$ cat src/rtl/cacheline_arbiter_if.sv
`default_nettype none
// ============================================================================
// Module   : cacheline_arbiter_if
// Purpose  : Bundles the I-cache line port, the D-cache line port, the
//            physical memory port and the sticky status flags of the
//            cacheline arbiter.
// Revision : 1.0 - initial release
// ============================================================================
interface cacheline_arbiter_if #(
    parameter int ADDR_WIDTH = 32,
    parameter int LINE_WIDTH = 256
);
    // I-cache (a-side) line port
    logic                  a_read;
    logic [ADDR_WIDTH-1:0] a_address;
    logic [LINE_WIDTH-1:0] a_rdata;
    logic                  a_resp;

    // D-cache (b-side) line port
    logic                  b_read;
    logic                  b_write;
    logic [ADDR_WIDTH-1:0] b_address;
    logic [LINE_WIDTH-1:0] b_wdata;
    logic [LINE_WIDTH-1:0] b_rdata;
    logic                  b_resp;

    // Physical memory port
    logic                  pmem_read;
    logic                  pmem_write;
    logic [ADDR_WIDTH-1:0] pmem_address;
    logic [LINE_WIDTH-1:0] pmem_wdata;
    logic [LINE_WIDTH-1:0] pmem_rdata;
    logic                  pmem_resp;

    // Sticky status flags
    logic                  err_proto;
    logic                  err_timeout;

    // Arbiter view
    modport slave (
        input  a_read, a_address,
        output a_rdata, a_resp,
        input  b_read, b_write, b_address, b_wdata,
        output b_rdata, b_resp,
        output pmem_read, pmem_write, pmem_address, pmem_wdata,
        input  pmem_rdata, pmem_resp,
        output err_proto, err_timeout
    );

    // Environment view: the two caches plus the memory adaptor
    modport master (
        output a_read, a_address,
        input  a_rdata, a_resp,
        output b_read, b_write, b_address, b_wdata,
        input  b_rdata, b_resp,
        input  pmem_read, pmem_write, pmem_address, pmem_wdata,
        output pmem_rdata, pmem_resp,
        input  err_proto, err_timeout
    );
endinterface
`default_nettype wire

$ cat src/rtl/cacheline_arbiter.sv
`default_nettype none
// ============================================================================
// Module   : cacheline_arbiter
// Purpose  : Shares one cacheline-wide memory port between the I-cache
//            (a-side) and the D-cache (b-side). One transaction at a time,
//            round-robin or b-wins tie breaking, with sticky flags for
//            read+write collisions and over-long transactions.
// Revision : 1.0 - initial release
// ============================================================================
module cacheline_arbiter #(
    parameter int ADDR_WIDTH     = 32,
    parameter int LINE_WIDTH     = 256,
    parameter int PRIORITY_MODE  = 0,
    parameter int TIMEOUT_CYCLES = 0
) (
    input  wire logic           clk,
    input  wire logic           rst_n,
    cacheline_arbiter_if.slave  bus
);

    typedef enum logic [1:0] {
        IDLE    = 2'd0,
        BUSY_A  = 2'd1,
        BUSY_B  = 2'd2,
        RELEASE = 2'd3
    } state_t;

    localparam logic [15:0] c_timeout  = 16'(TIMEOUT_CYCLES);
    localparam logic [15:0] c_cnt_max  = 16'hFFFF;

    state_t                r_state;
    logic                  r_pmem_read;
    logic                  r_pmem_write;
    logic [ADDR_WIDTH-1:0] r_pmem_address;
    logic [LINE_WIDTH-1:0] r_pmem_wdata;
    logic                  r_err_proto;
    logic                  r_err_timeout;
    logic [15:0]           r_busy_cnt;
    logic                  r_last_grant_b;   // 1: most recent grant went to b

    logic                  w_req_a;
    logic                  w_req_b;
    logic                  w_pick_b;
    logic [15:0]           w_cnt_next;
    logic                  w_unused_low_addr;

    // Request decode, tie breaking and saturating busy-count increment
    always_comb begin
        w_req_a    = bus.a_read;
        w_req_b    = bus.b_read | bus.b_write;
        // b wins when alone, when b-priority is configured, or when a had
        // the previous grant under round-robin.
        w_pick_b   = w_req_b && (!w_req_a || (PRIORITY_MODE != 0) || !r_last_grant_b);
        w_cnt_next = (r_busy_cnt == c_cnt_max) ? r_busy_cnt : r_busy_cnt + 16'd1;
    end

    // Line offset bits never reach memory; addresses are forced to line alignment
    assign w_unused_low_addr = ^{bus.a_address[4:0], bus.b_address[4:0]};

    // Read data flows straight through to both caches; only resp qualifies it
    assign bus.a_rdata      = bus.pmem_rdata;
    assign bus.b_rdata      = bus.pmem_rdata;
    assign bus.a_resp       = (r_state == BUSY_A) && bus.pmem_resp;
    assign bus.b_resp       = (r_state == BUSY_B) && bus.pmem_resp;

    assign bus.pmem_read    = r_pmem_read;
    assign bus.pmem_write   = r_pmem_write;
    assign bus.pmem_address = r_pmem_address;
    assign bus.pmem_wdata   = r_pmem_wdata;
    assign bus.err_proto    = r_err_proto;
    assign bus.err_timeout  = r_err_timeout;

    // Grant/complete state machine with registered memory strobes and flags
    always_ff @(posedge clk or negedge rst_n) begin
        if (!rst_n) begin
            r_state        <= IDLE;
            r_pmem_read    <= 1'b0;
            r_pmem_write   <= 1'b0;
            r_pmem_address <= '0;
            r_pmem_wdata   <= '0;
            r_err_proto    <= 1'b0;
            r_err_timeout  <= 1'b0;
            r_busy_cnt     <= '0;
            r_last_grant_b <= 1'b1;
        end else begin
            case (r_state)
                IDLE: begin
                    if (w_req_a || w_req_b) begin
                        r_busy_cnt <= '0;
                        if (w_pick_b) begin
                            r_state        <= BUSY_B;
                            r_last_grant_b <= 1'b1;
                            r_pmem_address <= {bus.b_address[ADDR_WIDTH-1:5], 5'b0};
                            // A read+write collision is carried out as a write
                            r_pmem_write   <= bus.b_write;
                            r_pmem_read    <= ~bus.b_write;
                            if (bus.b_write) begin
                                r_pmem_wdata <= bus.b_wdata;
                            end
                            if (bus.b_read && bus.b_write) begin
                                r_err_proto <= 1'b1;
                            end
                        end else begin
                            r_state        <= BUSY_A;
                            r_last_grant_b <= 1'b0;
                            r_pmem_address <= {bus.a_address[ADDR_WIDTH-1:5], 5'b0};
                            r_pmem_read    <= 1'b1;
                            r_pmem_write   <= 1'b0;
                        end
                    end
                end
                BUSY_A, BUSY_B: begin
                    r_busy_cnt <= w_cnt_next;
                    // The flag only reports; the transaction keeps waiting
                    if ((TIMEOUT_CYCLES != 0) && (w_cnt_next == c_timeout)) begin
                        r_err_timeout <= 1'b1;
                    end
                    if (bus.pmem_resp) begin
                        r_pmem_read  <= 1'b0;
                        r_pmem_write <= 1'b0;
                        r_state      <= RELEASE;
                    end
                end
                RELEASE: begin
                    // One dead cycle so the finished requester can drop its request
                    r_state <= IDLE;
                end
                default: begin
                    r_state <= IDLE;
                end
            endcase
        end
    end

endmodule
`default_nettype wire

$ cat src/flat_wrapper.sv
// flat-port wrapper written by rule: the top's interface ports become plain ports
module cacheline_arbiter_flat 
#(
    parameter int ADDR_WIDTH     = 32,
    parameter int LINE_WIDTH     = 256,
    parameter int PRIORITY_MODE  = 0,
    parameter int TIMEOUT_CYCLES = 0
)
  (clk, rst_n, bus_a_read, bus_a_address, bus_a_rdata, bus_a_resp, bus_b_read, bus_b_write, bus_b_address, bus_b_wdata, bus_b_rdata, bus_b_resp, bus_pmem_read, bus_pmem_write, bus_pmem_address, bus_pmem_wdata, bus_pmem_rdata, bus_pmem_resp, bus_err_proto, bus_err_timeout);
  cacheline_arbiter_if #(.ADDR_WIDTH(ADDR_WIDTH), .LINE_WIDTH(LINE_WIDTH)) bus_i ();
  input  wire logic clk;
  input  wire logic rst_n;
  input wire logic [$bits(bus_i.a_read)-1:0] bus_a_read;
  input wire logic [$bits(bus_i.a_address)-1:0] bus_a_address;
  output wire logic [$bits(bus_i.a_rdata)-1:0] bus_a_rdata;
  output wire logic [$bits(bus_i.a_resp)-1:0] bus_a_resp;
  input wire logic [$bits(bus_i.b_read)-1:0] bus_b_read;
  input wire logic [$bits(bus_i.b_write)-1:0] bus_b_write;
  input wire logic [$bits(bus_i.b_address)-1:0] bus_b_address;
  input wire logic [$bits(bus_i.b_wdata)-1:0] bus_b_wdata;
  output wire logic [$bits(bus_i.b_rdata)-1:0] bus_b_rdata;
  output wire logic [$bits(bus_i.b_resp)-1:0] bus_b_resp;
  output wire logic [$bits(bus_i.pmem_read)-1:0] bus_pmem_read;
  output wire logic [$bits(bus_i.pmem_write)-1:0] bus_pmem_write;
  output wire logic [$bits(bus_i.pmem_address)-1:0] bus_pmem_address;
  output wire logic [$bits(bus_i.pmem_wdata)-1:0] bus_pmem_wdata;
  input wire logic [$bits(bus_i.pmem_rdata)-1:0] bus_pmem_rdata;
  input wire logic [$bits(bus_i.pmem_resp)-1:0] bus_pmem_resp;
  output wire logic [$bits(bus_i.err_proto)-1:0] bus_err_proto;
  output wire logic [$bits(bus_i.err_timeout)-1:0] bus_err_timeout;
  assign bus_i.a_read = bus_a_read;
  assign bus_i.a_address = bus_a_address;
  assign bus_a_rdata = bus_i.a_rdata;
  assign bus_a_resp = bus_i.a_resp;
  assign bus_i.b_read = bus_b_read;
  assign bus_i.b_write = bus_b_write;
  assign bus_i.b_address = bus_b_address;
  assign bus_i.b_wdata = bus_b_wdata;
  assign bus_b_rdata = bus_i.b_rdata;
  assign bus_b_resp = bus_i.b_resp;
  assign bus_pmem_read = bus_i.pmem_read;
  assign bus_pmem_write = bus_i.pmem_write;
  assign bus_pmem_address = bus_i.pmem_address;
  assign bus_pmem_wdata = bus_i.pmem_wdata;
  assign bus_i.pmem_rdata = bus_pmem_rdata;
  assign bus_i.pmem_resp = bus_pmem_resp;
  assign bus_err_proto = bus_i.err_proto;
  assign bus_err_timeout = bus_i.err_timeout;
  cacheline_arbiter #(.ADDR_WIDTH(ADDR_WIDTH), .LINE_WIDTH(LINE_WIDTH), .PRIORITY_MODE(PRIORITY_MODE), .TIMEOUT_CYCLES(TIMEOUT_CYCLES)) u_core (.clk(clk), .rst_n(rst_n), .bus(bus_i));
endmodule
$ cat config.mk
export PLATFORM = sky130hd
export DESIGN_NAME = cacheline_arbiter_flat
export DESIGN_NICKNAME = d
export VERILOG_FILES = /design/src/rtl/cacheline_arbiter_if.sv /design/src/rtl/cacheline_arbiter.sv /design/src/flat_wrapper.sv
export SDC_FILE = /design/constraint.sdc
export NUM_CORES = 1
export LEC_CHECK = 0
export BUFFER_PORTS_ARGS = -buffer_cell sky130_fd_sc_hd__buf_2
export CAP_MARGIN = 20
export CELL_PAD_IN_SITES_DETAIL_PLACEMENT = 1
export CELL_PAD_IN_SITES_GLOBAL_PLACEMENT = 1
export CORE_AREA = 5 5 532 534
export CTS_BUF_LIST = sky130_fd_sc_hd__clkbuf_2 sky130_fd_sc_hd__clkbuf_4 sky130_fd_sc_hd__clkbuf_8
export DETAILED_ROUTE_END_ITERATION = 12
export DIE_AREA = 0 0 537 539
export GPL_ROUTABILITY_DRIVEN = 0
export PLACE_DENSITY = 0.3
export REMOVE_ABC_BUFFERS = 1
export SKIP_LAST_GASP = 1
export SLEW_MARGIN = 10
export SYNTH_ARGS = -nofsm -noshare
export SYNTH_HDL_FRONTEND = slang
export SYNTH_SLANG_ARGS = --single-unit
$ cat constraint.sdc
create_clock -name clk -period 5.01 [get_ports clk]
set_clock_uncertainty 0.2 [all_clocks]
set_input_delay 0.501 -clock clk [delete_from_list [all_inputs] [get_ports clk]]
set_output_delay 0.501 -clock clk [all_outputs]
set_load 0.05 [all_outputs]
==> results of run 1 <==
## per-stage QoR
stage	hold WS (ps)	setup TNS [ps]
finish	71.40	0
global route	14.54	0
CTS	3.490	0
detailed placement	241.1	0
global placement	240.4	0
floorplan	5.409	-1433000
## worst max-delay path, cell delays in order
cell and delay [ps]:
dlygate4sd3_1 540, buf_2 180, o2bb2ai_4 840, buf_4 370, mux2i_1 200, dlygate4sd3_1 550
o21ai_0 80, dlygate4sd3_1 610
## Yosys cell counts, types with 3 or more instances
master    number
and2_1         3
buf_2         10
buf_4        518
buf_6         25
clkbuf_1       3
dfrtp_1      288
ha_1           4
inv_1          5
mux2_2        56
mux2_4       200
mux2i_1       30
nand2_1       29
o21ai_0       28
## layer usage
layer | wire length (um) | vias up | track usage (%)
li1 | - | 4449 | -
met1 | 78690 | 6057 | 14.64
met2 | 108200 | 2123 | 25.50
met3 | 73960 | 231 | 23.86
met4 | 7582 | 57 | 4.019
met5 | 5825 | - | 15.17
## report_power, final
group          total (uW)  switching, uW  internal, uW  leakage [uW]
logic                9850           6980          2880       0.00584
clock network        3350           1440          1900      0.000813
registers            4220            679          3540       0.00344
total               17400           9100          8320        0.0101
## cells in the final DEF (no fill, tap or decap), drive strengths merged, types with 3 or more instances in the layout
| cell type | count |
|---|---|
| mux2 | 257 |
| clkbuf | 100 |
| mux2i | 30 |
| and2 | 3 |
| nand2 | 29 |
| dfrtp | 288 |
| inv | 10 |
| conb | 6 |
| diode | 57 |
| ha | 4 |
| bufinv | 5 |
| o21ai | 28 |
| clkinv | 8 |
| buf | 620 |
| dlygate4sd3 | 312 |
## area by class of cell
type | instances | area share, %
multi-input cells | 367 | 18.03
diodes | 57 | 0.5854
clock buffers | 100 | 5.186
clock inverters | 19 | 1.186
repair buffers | 932 | 26.13
well taps | 3724 | 19.12
flip-flops and latches | 289 | 29.68
inverters | 5 | 0.07702
## cells by family after synthesis
kind of cell,share of synthesized area [%]
multiplexers,24.93
other,0.02370
flip-flops,45.72
buffers and inverters,26.86
adder cells (fa/ha/maj),0.3163
AO/OA/AOI/OAI,1.226
AND/OR/NAND/NOR,0.9174
## flip-flops by register name (all words and copies together), names as in the netlist
register and cells:
u_core.r_state 2, u_core.bus.pmem_address 27, u_core.bus.pmem_wdata 256, u_core.bus.pmem_write 1, u_core.bus.pmem_read 1, u_core.r_last_grant_b 1, u_core.bus.err_proto 1
## worst max path at each step
stage,from,end,slack (ps)
5_1_grt,bus_b_write,u_core.bus.pmem_address[19],1500
3_5_place_dp,u_core.r_state[1],u_core.bus.pmem_wdata[141],1940
6_report,bus_b_write,u_core.bus.pmem_address[8],1530
4_1_cts,bus_b_write,u_core.bus.pmem_address[16],1690
3_3_place_gp,u_core.r_state[1],u_core.bus.pmem_wdata[150],1920
2_1_floorplan,u_core.r_state[0],u_core.bus.pmem_wdata[200],-5670
==> out/qor.yml, run 1 <==
synth_area_leader_cell: "dfrtp_1"
initial_core_util_pct: 5.693
peakVddDrop_mv: 0.2968
final.period_utilization_pct: 69.46
worstPathRequired_ps: 5420
nets: 2250
synth.avg_cell_area_um2: 13.05
r2r-end: "u_core.bus.pmem_address[8]"
ys_ff_latch: 289
core_region_area_um2: 277900
drt_iter0_drc: 902
cp-start-kind: "primary input"
grt_antenna_before_repair: 93
hold_viol_final: 0
io_buffers: 603
cts_sinks: 289
cts_made_buffers: 69
clk_path_buf_depth: 3
yosys_warnings: 1
multiInputGateArea_um2: 4394
synth_area_leaders: "dfrtp_1, buf_4, mux2_4"
regToRegSetupSlack_ps: 1840
synth_edf_count: 0
cap_violations: 0
p_leak_uw: 0.01009
ys.flop_type: "dfrtp_1"
die_area_um2: 289400
die_w_um: 537
clk_latency_ps: 730
ff2ff_path_depth: 6
avgViaCountPerCell: 2.352
min-delay-path-class: "in2async"
place_ws_ps: 1937
firstDrtPassIters: 4
critPathKind: "in2reg"
cts_tree: "done"
synth_top_area_share_pct: 45.55
seq_area_um2: 7233
clk_pin_slew_ps: 60
htreeDepth: 3
placed_cell_area_um2: 19550
grt_pass1_vias: 12630
post-cts-setup-buffers: 0
slew_headroom_pct: 25.62
dpl.hpwl_mm: 242.2
ctsResizeCount: 0
r2r_start: "u_core.r_last_grant_b"
drive_above_1_share_pct: 58.35
drt-total-wl_mm: 274.2
worst_pin_slew_ps: 1116
p_per_area_nw_per_um2: 714.9
gr-usage-all-layers_pct: 18.24
cts_hold_buf: 312
detail-route-antenna-nets: 0
synth_area_um2: 15820
final-setup-viol-count: 0
numPlacedInstances: 5005
stdcell_count: 5493
rsz0062_at_grt: "no"
syn_inst: 1212
fin_ws_ps: 1530
endpoint_kind: "register"
vias: 12920
max_freq_mhz: 287.4
synth_async_sr_flop_share_pct: 100.0
final_util_pct: 8.767
grt_max_degree: 107
wl_per_cell_um: 49.92
finalInstanceArea_um2: 24370
area_delta_synth_final_pct: 54.01
die_h_um: 539
cp.arrival_ps: 3890
min_period_ps: 3480
drv_slew: 0
ys_types: 26
gr-total-overflow: 0
power_uw: 17420
clock-root-buffer: "clkbuf_8"
synth-seq-area-share_pct: 45.72
status: "complete, no violations"
rows: 194
cp_max_fo: 21
ioPinCount: 1388
fillCellCount: 32580
grt_first_pass_wirelength_mm: 305.8
drc: 0
Power figures use the tool's default switching activity.
==> run 2: changes to the inputs <==
--- a/config.mk
+++ b/config.mk
@@ -5,16 +5,17 @@
 export SDC_FILE = /design/constraint.sdc
 export NUM_CORES = 1
 export LEC_CHECK = 0
+export ABC_AREA = 1
 export BUFFER_PORTS_ARGS = -buffer_cell sky130_fd_sc_hd__buf_2
 export CAP_MARGIN = 20
 export CELL_PAD_IN_SITES_DETAIL_PLACEMENT = 1
 export CELL_PAD_IN_SITES_GLOBAL_PLACEMENT = 1
-export CORE_AREA = 5 5 532 534
+export CORE_AREA = 5 5 542 544
 export CTS_BUF_LIST = sky130_fd_sc_hd__clkbuf_2 sky130_fd_sc_hd__clkbuf_4 sky130_fd_sc_hd__clkbuf_8
 export DETAILED_ROUTE_END_ITERATION = 12
-export DIE_AREA = 0 0 537 539
+export DIE_AREA = 0 0 547 549
 export GPL_ROUTABILITY_DRIVEN = 0
-export PLACE_DENSITY = 0.3
+export PLACE_DENSITY = 0.31
 export REMOVE_ABC_BUFFERS = 1
 export SKIP_LAST_GASP = 1
 export SLEW_MARGIN = 10
==> constraint.sdc (replaced) <==
create_clock -name clk -period 3.6 [get_ports clk]
set_clock_uncertainty 0.2 [all_clocks]
set_input_delay 0.36 -clock clk [delete_from_list [all_inputs] [get_ports clk]]
set_output_delay 0.36 -clock clk [all_outputs]
set_load 0.05 [all_outputs]
==> out/qor.yml, run 2 <==
synth_mux_area_share_pct: 0  # -25 points
peakVddDrop_mv: 0.3674  # +24%
layout_commonest_cell: "nand2_1"
nets: 2916  # +30%
wl_per_cell_um: 44.59  # -11%
tns_ps: 0  # unchanged
core_region_area_um2: 289100  # +4.0%
synth.avg_cell_area_um2: 8.300  # -36%
final_util_pct: 8.384  # -0.38 points
clk_path_buf_depth: 3  # unchanged
worstPathRequired_ps: 4000  # -1420 ps
status: "complete, no violations"
synth-simple-area-share_pct: 23.70  # +23 points
cpPeakStageDelay_ps: 550  # -290 ps
m1WireLength_mm: 77.42  # -1.6%
cts_made_buffers: 66  # -4.3%
cts_tree: "done"
initial_core_util_pct: 5.334  # -0.36 points
clk_pin_slew_ps: 50  # about the same
synthAdderAreaFrac_pct: 0.3245  # +0.0082 points
synth_area_um2: 15420  # -2.5%
max_freq_mhz: 318.2
clock-root-buffer: "clkbuf_8"
synth_top_area_share_pct: 46.73  # +1.2 points
drv_slew: 0  # unchanged
path_cells: "dlygate4sd3_1 -> buf_2 -> inv_1 -> nand2_1 -> nand2_1 -> buf_4 -> nand2_1 -> nand3_1 -> dlygate4sd3_1 -> nand2_1 -> dlygate4sd3_1"
detail-route-antenna-nets: 0  # unchanged
critical_path_buf_inv_count: 6  # +1
largest_reg_flops: 256  # unchanged
synth_common_cells: "nand2_1, buf_4, dfrtp_1"
htreeDepth: 3  # unchanged
grt_pass1_vias: 15640  # +24%
yosysMostFrequentCell: "nand2_1"
synth_async_sr_flop_share_pct: 100.0  # unchanged
crit_top_cell: "nand2_1"
synth_edf_count: 0  # unchanged
die_h_um: 549  # +1.9%
ctsResizeCount: 0  # unchanged
met3_length_mm: 81.29  # +9.9%
p_per_area_nw_per_um2: 948.3  # +33%
cp-start-kind: "primary input"
synth-seq-area-share_pct: 46.90  # +1.2 points
ioPinCount: 1388  # unchanged
io_buffers: 603  # unchanged
cp_max_fo: 16  # -24%
drt_iter0_drc: 1323  # +47%
ys.flop_type: "dfrtp_1"
grt_antenna_before_repair: 32  # -66%
highest_layer: "met5"
area_delta_synth_final_pct: 57.18
endpoint_kind: "register"
regToRegSetupSlack_ps: 470  # -1370 ps
avgViaCountPerCell: 2.587  # +10%
ys_types: 20  # -23%
grt_first_pass_wirelength_mm: 313.6  # +2.6%
ys_ff_latch: 289  # unchanged
synth_top_family_by_area: "buffers and inverters"
worst_pin_slew_ps: 989.6  # -126.1 ps
final.period_utilization_pct: 87.31
synth-compound-area-share_pct: 0.2515  # -0.97 points
fillCellCount: 34480  # +5.8%
die_area_um2: 300300  # +3.8%
die_w_um: 547  # +1.9%
yosys_warnings: 1  # unchanged
cts_sinks: 289  # unchanged
crit_family: "buffers and inverters"
firstDrtPassIters: 5  # +1
min_period_ps: 3143
drive_above_1_share_pct: 31.86  # -26 points
crit_slowest_cell: "dlygate4sd3_1"
clk_latency_ps: 760  # +30 ps
synth_area_leader_cell: "dfrtp_1"
drc: 0  # unchanged
syn_inst: 1858  # +53%
slew_headroom_pct: 34.02  # +8.4 points
route.met2.wl_mm: 105.2  # -2.8%
min-delay-path-class: "in2async"
p_leak_uw: 0.01131  # +12%
dpl.hpwl_mm: 239.3  # -1.2%
gr-usage-all-layers_pct: 17.71  # -0.53 points
vias: 16010  # +24%
hold_viol_final: 0  # unchanged
cp.arrival_ps: 3550  # -340 ps
synth_area_leaders: "dfrtp_1, buf_4, nand2_1"
rows: 198  # +2.1%
grt_max_degree: 89  # -17%
critPathKind: "in2reg"
cap_violations: 0  # unchanged
rsz0062_at_grt: "no"
gr-total-overflow: 0  # unchanged
drt-total-wl_mm: 275.9  # +0.63%
final-setup-viol-count: 0  # unchanged
synthXorXnorAreaFrac_pct: 0  # unchanged
layout_common_cells: "nand2_1, buf_2, dlygate4sd3_1, dfrtp_1, clkbuf_8"
[run 2: cell types whose count changed after synthesis, sizes merged, moves of 2 or more]
| cell | previous run | this run |
|---|---|---|
| mux2 | 257 | 0 |
| inv | 5 | 38 |
| and2 | 3 | 0 |
| or2 | 0 | 2 |
| buf | 553 | 583 |
| nand3b | 0 | 27 |
| o21ai | 28 | 2 |
| mux2i | 30 | 0 |
| a21oi | 0 | 2 |
| nand2 | 29 | 871 |
| clkbuf | 3 | 5 |
| nand3 | 0 | 31 |
[run 2: cell families (layout without fill, tap and decap cells)]
logic type,count (synthesis),count (layout)
other,1,18
AND/OR/NAND/NOR,933,933
adder cells (fa/ha/maj),4,4
AO/OA/AOI/OAI,5,5
buffers and inverters,626,1139
flip-flops,289,289
[run 2: path summary, 6_finish.rpt]
kind	start	end	cells after the start
worst max-delay path	bus_b_write	u_core.bus.pmem_address[12]	11
worst min-delay path	rst_n	u_core.bus.pmem_wdata[221]	2
worst max register to register	u_core.r_last_grant_b	u_core.bus.pmem_address[12]	9
worst min register to register	u_core.bus.pmem_wdata[157]	u_core.bus.pmem_wdata[157]	2
max in group asynchronous	rst_n	u_core.bus.pmem_wdata[120]	3
min in group clk	bus_b_wdata[183]	u_core.bus.pmem_wdata[183]	4
[run 2: cell type report]
cell class / count / area (um2) / area share [%]
multi-input cells: 948 / 3785 / 15.62
diodes: 12 / 30.03 / 0.1239
flip-flops and latches: 289 / 7233 / 29.84
clock buffers: 101 / 1271 / 5.245
inverters: 38 / 150.1 / 0.6195
clock inverters: 13 / 137.6 / 0.5678
well taps: 3800 / 4755 / 19.62
repair buffers: 987 / 6877 / 28.37
[run 2: report_power, final]
| group | total [uW] | leakage [uW] | internal [uW] | switching (uW) |
|---|---|---|---|---|
| logic | 13000 | 0.00699 | 2770 | 10300 |
| registers | 5640 | 0.00359 | 4790 | 849 |
| clock network | 4310 | 0.000738 | 2390 | 1920 |
[run 2: stage by stage]
stage / hold WS, ps / instance area, um2 / setup WS [ps] / std cells / power, uW
global placement: 259.3 / 19280 / 908.4 / 5710 / 18490
CTS: 6.965 / 24200 / 53.81 / 6175 / 23830
global route: -5.178 / 24210 / 301.2 / 6178 / 24890
finish: 111.6 / 24240 / 456.8 / 6188 / 22980
detailed placement: 259.4 / 19280 / 885.1 / 5710 / 18480
floorplan: -135.6 / 11140 / -3799 / 1275 / 13170
[run 2: repair_timing]
| item | CTS | global route |
|---|---|---|
| setup buffers | 0 | 1 |
| setup endpoints to repair | 0 | 10 |
| endpoints found under the hold margin | 381 | 0 |
| hold buffers | 351 | 0 |
[run 2: worst register-to-register path, delay by kind of cell, from the launching register on]
kind / cells / cell delay (ps)
flip-flops: 1 / 530
AND/OR/NAND/NOR: 5 / 600
buffers and inverters: 4 / 1640
[run 2: metal layers]
metal	track usage (%)	vias up
li1	-	6034
met2	23.90	2280
met5	13.68	-
met1	13.92	7414
met4	3.289	57
met3	25.25	224
==> run 3: changes to the inputs <==
--- a/config.mk
+++ b/config.mk
@@ -6,16 +6,16 @@
 export NUM_CORES = 1
 export LEC_CHECK = 0
 export ABC_AREA = 1
-export BUFFER_PORTS_ARGS = -buffer_cell sky130_fd_sc_hd__buf_2
 export CAP_MARGIN = 20
 export CELL_PAD_IN_SITES_DETAIL_PLACEMENT = 1
 export CELL_PAD_IN_SITES_GLOBAL_PLACEMENT = 1
-export CORE_AREA = 5 5 542 544
+export CORE_AREA = 10 10 529 531
 export CTS_BUF_LIST = sky130_fd_sc_hd__clkbuf_2 sky130_fd_sc_hd__clkbuf_4 sky130_fd_sc_hd__clkbuf_8
 export DETAILED_ROUTE_END_ITERATION = 12
-export DIE_AREA = 0 0 547 549
+export DIE_AREA = 0 0 539 541
+export DONT_BUFFER_PORTS = 1
 export GPL_ROUTABILITY_DRIVEN = 0
-export PLACE_DENSITY = 0.31
+export PLACE_DENSITY = 0.3
 export REMOVE_ABC_BUFFERS = 1
 export SKIP_LAST_GASP = 1
 export SLEW_MARGIN = 10
==> out/qor.yml, run 3 (synthesized netlist as in run 2, its figures left out) <==
drc: 0  # unchanged
initial_core_util_pct: 5.721  # +0.39 points
max_freq_mhz: 323.5  # +1.7%
dpl.hpwl_mm: 239.9  # +0.25%
final.period_utilization_pct: 85.86  # -1.5 points
path_cells: "nand2_1 -> nand2_1 -> buf_4 -> nand2_1 -> nand3_1 -> dlygate4sd3_1 -> nand2_1 -> dlygate4sd3_1"
stdcell_count: 5463  # -12%
status: "finished, violations left"
r2r-end: "u_core.bus.pmem_address[25]"
p_per_area_nw_per_um2: 963.1  # +1.6%
wl_per_cell_um: 50.56  # +13%
avgViaCountPerCell: 2.623  # +1.4%
cpPeakStageDelay_ps: 550  # about the same
p_comb_share_pct: 20.6  # -36 points
worst_pin_slew_ps: 1082  # +92.30 ps
grt_max_degree: 290  # +230%
vias: 14330  # -11%
numPlacedInstances: 4865  # -15%
cts_hold_buf: 453  # +29%
firstDrtPassIters: 6  # +1
die_h_um: 541  # -1.5%
layout_commonest_cell: "nand2_1"
ioPinCount: 1388  # unchanged
crit_top_cell: "nand2_1"
core_region_area_um2: 269600  # -6.8%
drv_slew: 0  # unchanged
endpoint_kind: "register"
cp_max_fo: 27  # +11
worst_hold_slack_ps: -898.7  # -1010 ps
violations: "negative hold slack"
ff2ff_path_depth: 8  # -1
gr-usage-all-layers_pct: 18.17  # +0.46 points
p_leak_uw: 0.008907  # -21%
min_period_ps: 3091  # -52.29 ps
io_buffers: 0  # -100%
drive_above_1_share_pct: 7.721  # -24 points
final-setup-viol-count: 0  # unchanged
regToRegSetupSlack_ps: 510  # +40 ps
clock-root-buffer: "clkbuf_8"
p_switching_uw: 12130  # -7.0%
cp-start-kind: "register"
cap_violations: 0  # unchanged
rsz0062_at_grt: "no"
cp.arrival_ps: 3520  # -30 ps
r2r_start: "u_core.r_last_grant_b"
crit_slowest_cell: "dlygate4sd3_1"
grt_pass1_vias: 13800  # -12%
cts_sinks: 289  # unchanged
drt_iter0_drc: 1284  # -2.9%
drt-total-wl_mm: 276.2  # +0.10%
critPathKind: "reg2reg"
grt_antenna_before_repair: 73  # +130%
clk_path_buf_depth: 3  # unchanged
peakVddDrop_mv: 0.4086  # +11%
die_w_um: 539  # -1.5%
clk_latency_ps: 750  # about the same
min-delay-path-class: "in2async"
seqPwrFrac_pct: 57.8  # +33 points
placed_cell_area_um2: 15820  # -18%
largest_reg_flops: 256  # unchanged
swShare_pct: 57.43  # +0.72 points
rows: 191  # -3.5%
fillCellCount: 32070  # -7.0%
gr-total-overflow: 0  # unchanged
p_int_uw: 8989  # -9.7%
finalInstanceArea_um2: 21920  # -9.5%
nets: 2403  # -18%
detail-route-antenna-nets: 0  # unchanged
die_area_um2: 291600  # -2.9%
worstPathRequired_ps: 4030  # +30 ps
slew_headroom_pct: 27.87  # -6.2 points
area_delta_synth_final_pct: 42.17
htreeDepth: 3  # unchanged
clk_pin_slew_ps: 60  # about the same
cts_made_buffers: 66  # unchanged
layout_common_cells: "nand2_1, dlygate4sd3_1, dfrtp_1, clkbuf_8, inv_1"
hold_viol_final: 289  # +289
final_util_pct: 8.133  # -0.25 points
clockPowerShare_pct: 21.6  # +2.9 points
cts_tree: "done"
grt_first_pass_wirelength_mm: 312.5  # -0.35%
run 3: worst max-delay path by stage:
stage,end,start,depth (start not counted),slack (ps)
after floorplan,u_core.bus.pmem_write,bus_a_read,5,-3800
after global placement,u_core.bus.pmem_wdata[115],u_core.r_state[0],7,1040
after detailed placement,u_core.bus.pmem_wdata[115],u_core.r_state[0],7,1030
after CTS,u_core.bus.pmem_address[9],u_core.r_state[0],9,120
after global routing,u_core.bus.pmem_address[25],u_core.r_last_grant_b,8,290
final,u_core.bus.pmem_address[25],u_core.r_last_grant_b,8,510
run 3: layer usage:
metal / GRT usage (%) / share of wire [%]
met1: 14.91 / 29
met2: 25.42 / 40
met3: 23.79 / 27
met4: 3.529 / 2.3
met5: 13.67 / 2.1
run 3: critical path: cells and delay by family, from the launching register on:
kind	cells	cell delay, ps
buf+inv	3	1480
simple gates	5	740
flops	1	530
run 3: final cells by class:
type / count / area, um2 / area share (%)
Clock inverter: 19 / 280.3 / 1.278
Timing Repair Buffer: 474 / 4730 / 21.57
Multi-Input combinational cell: 948 / 3777 / 17.23
Tap cell: 3570 / 4467 / 20.37
Inverter: 38 / 150.1 / 0.6849
Sequential cell: 289 / 7233 / 32.99
Clock buffer: 97 / 1216 / 5.547
Antenna cell: 28 / 70.07 / 0.3196
run 3: metrics by stage:
step	TNS [ps]	setup slack [ps]	hold slack, ps	power, uW
5_1_grt	0	289.0	-1031	22620
6_report	0	509.1	-898.7	21120
2_1_floorplan	-974430	-3799	-135.6	13170
4_1_cts	0	118.7	-1062	21810
3_5_place_dp	0	1025	-122.1	15960
3_3_place_gp	0	1043	-120.4	15960
run 3: power by group through the flow:
stage / sequential, uW / combinational (uW) / clock (uW)
3_5_place_dp: 12500 / 3480 / 0
2_1_floorplan: 10800 / 2340 / 0
6_report: 12200 / 4350 / 4560
3_3_place_gp: 12500 / 3410 / 0
5_1_grt: 12600 / 5030 / 4970
4_1_cts: 12400 / 4510 / 4860
run 3: timing repair:
action,CTS,global route
setup buffers,0,1
endpoints found under the hold margin,578,289
setup endpoints to repair,0,5
gates resized for setup,0,0
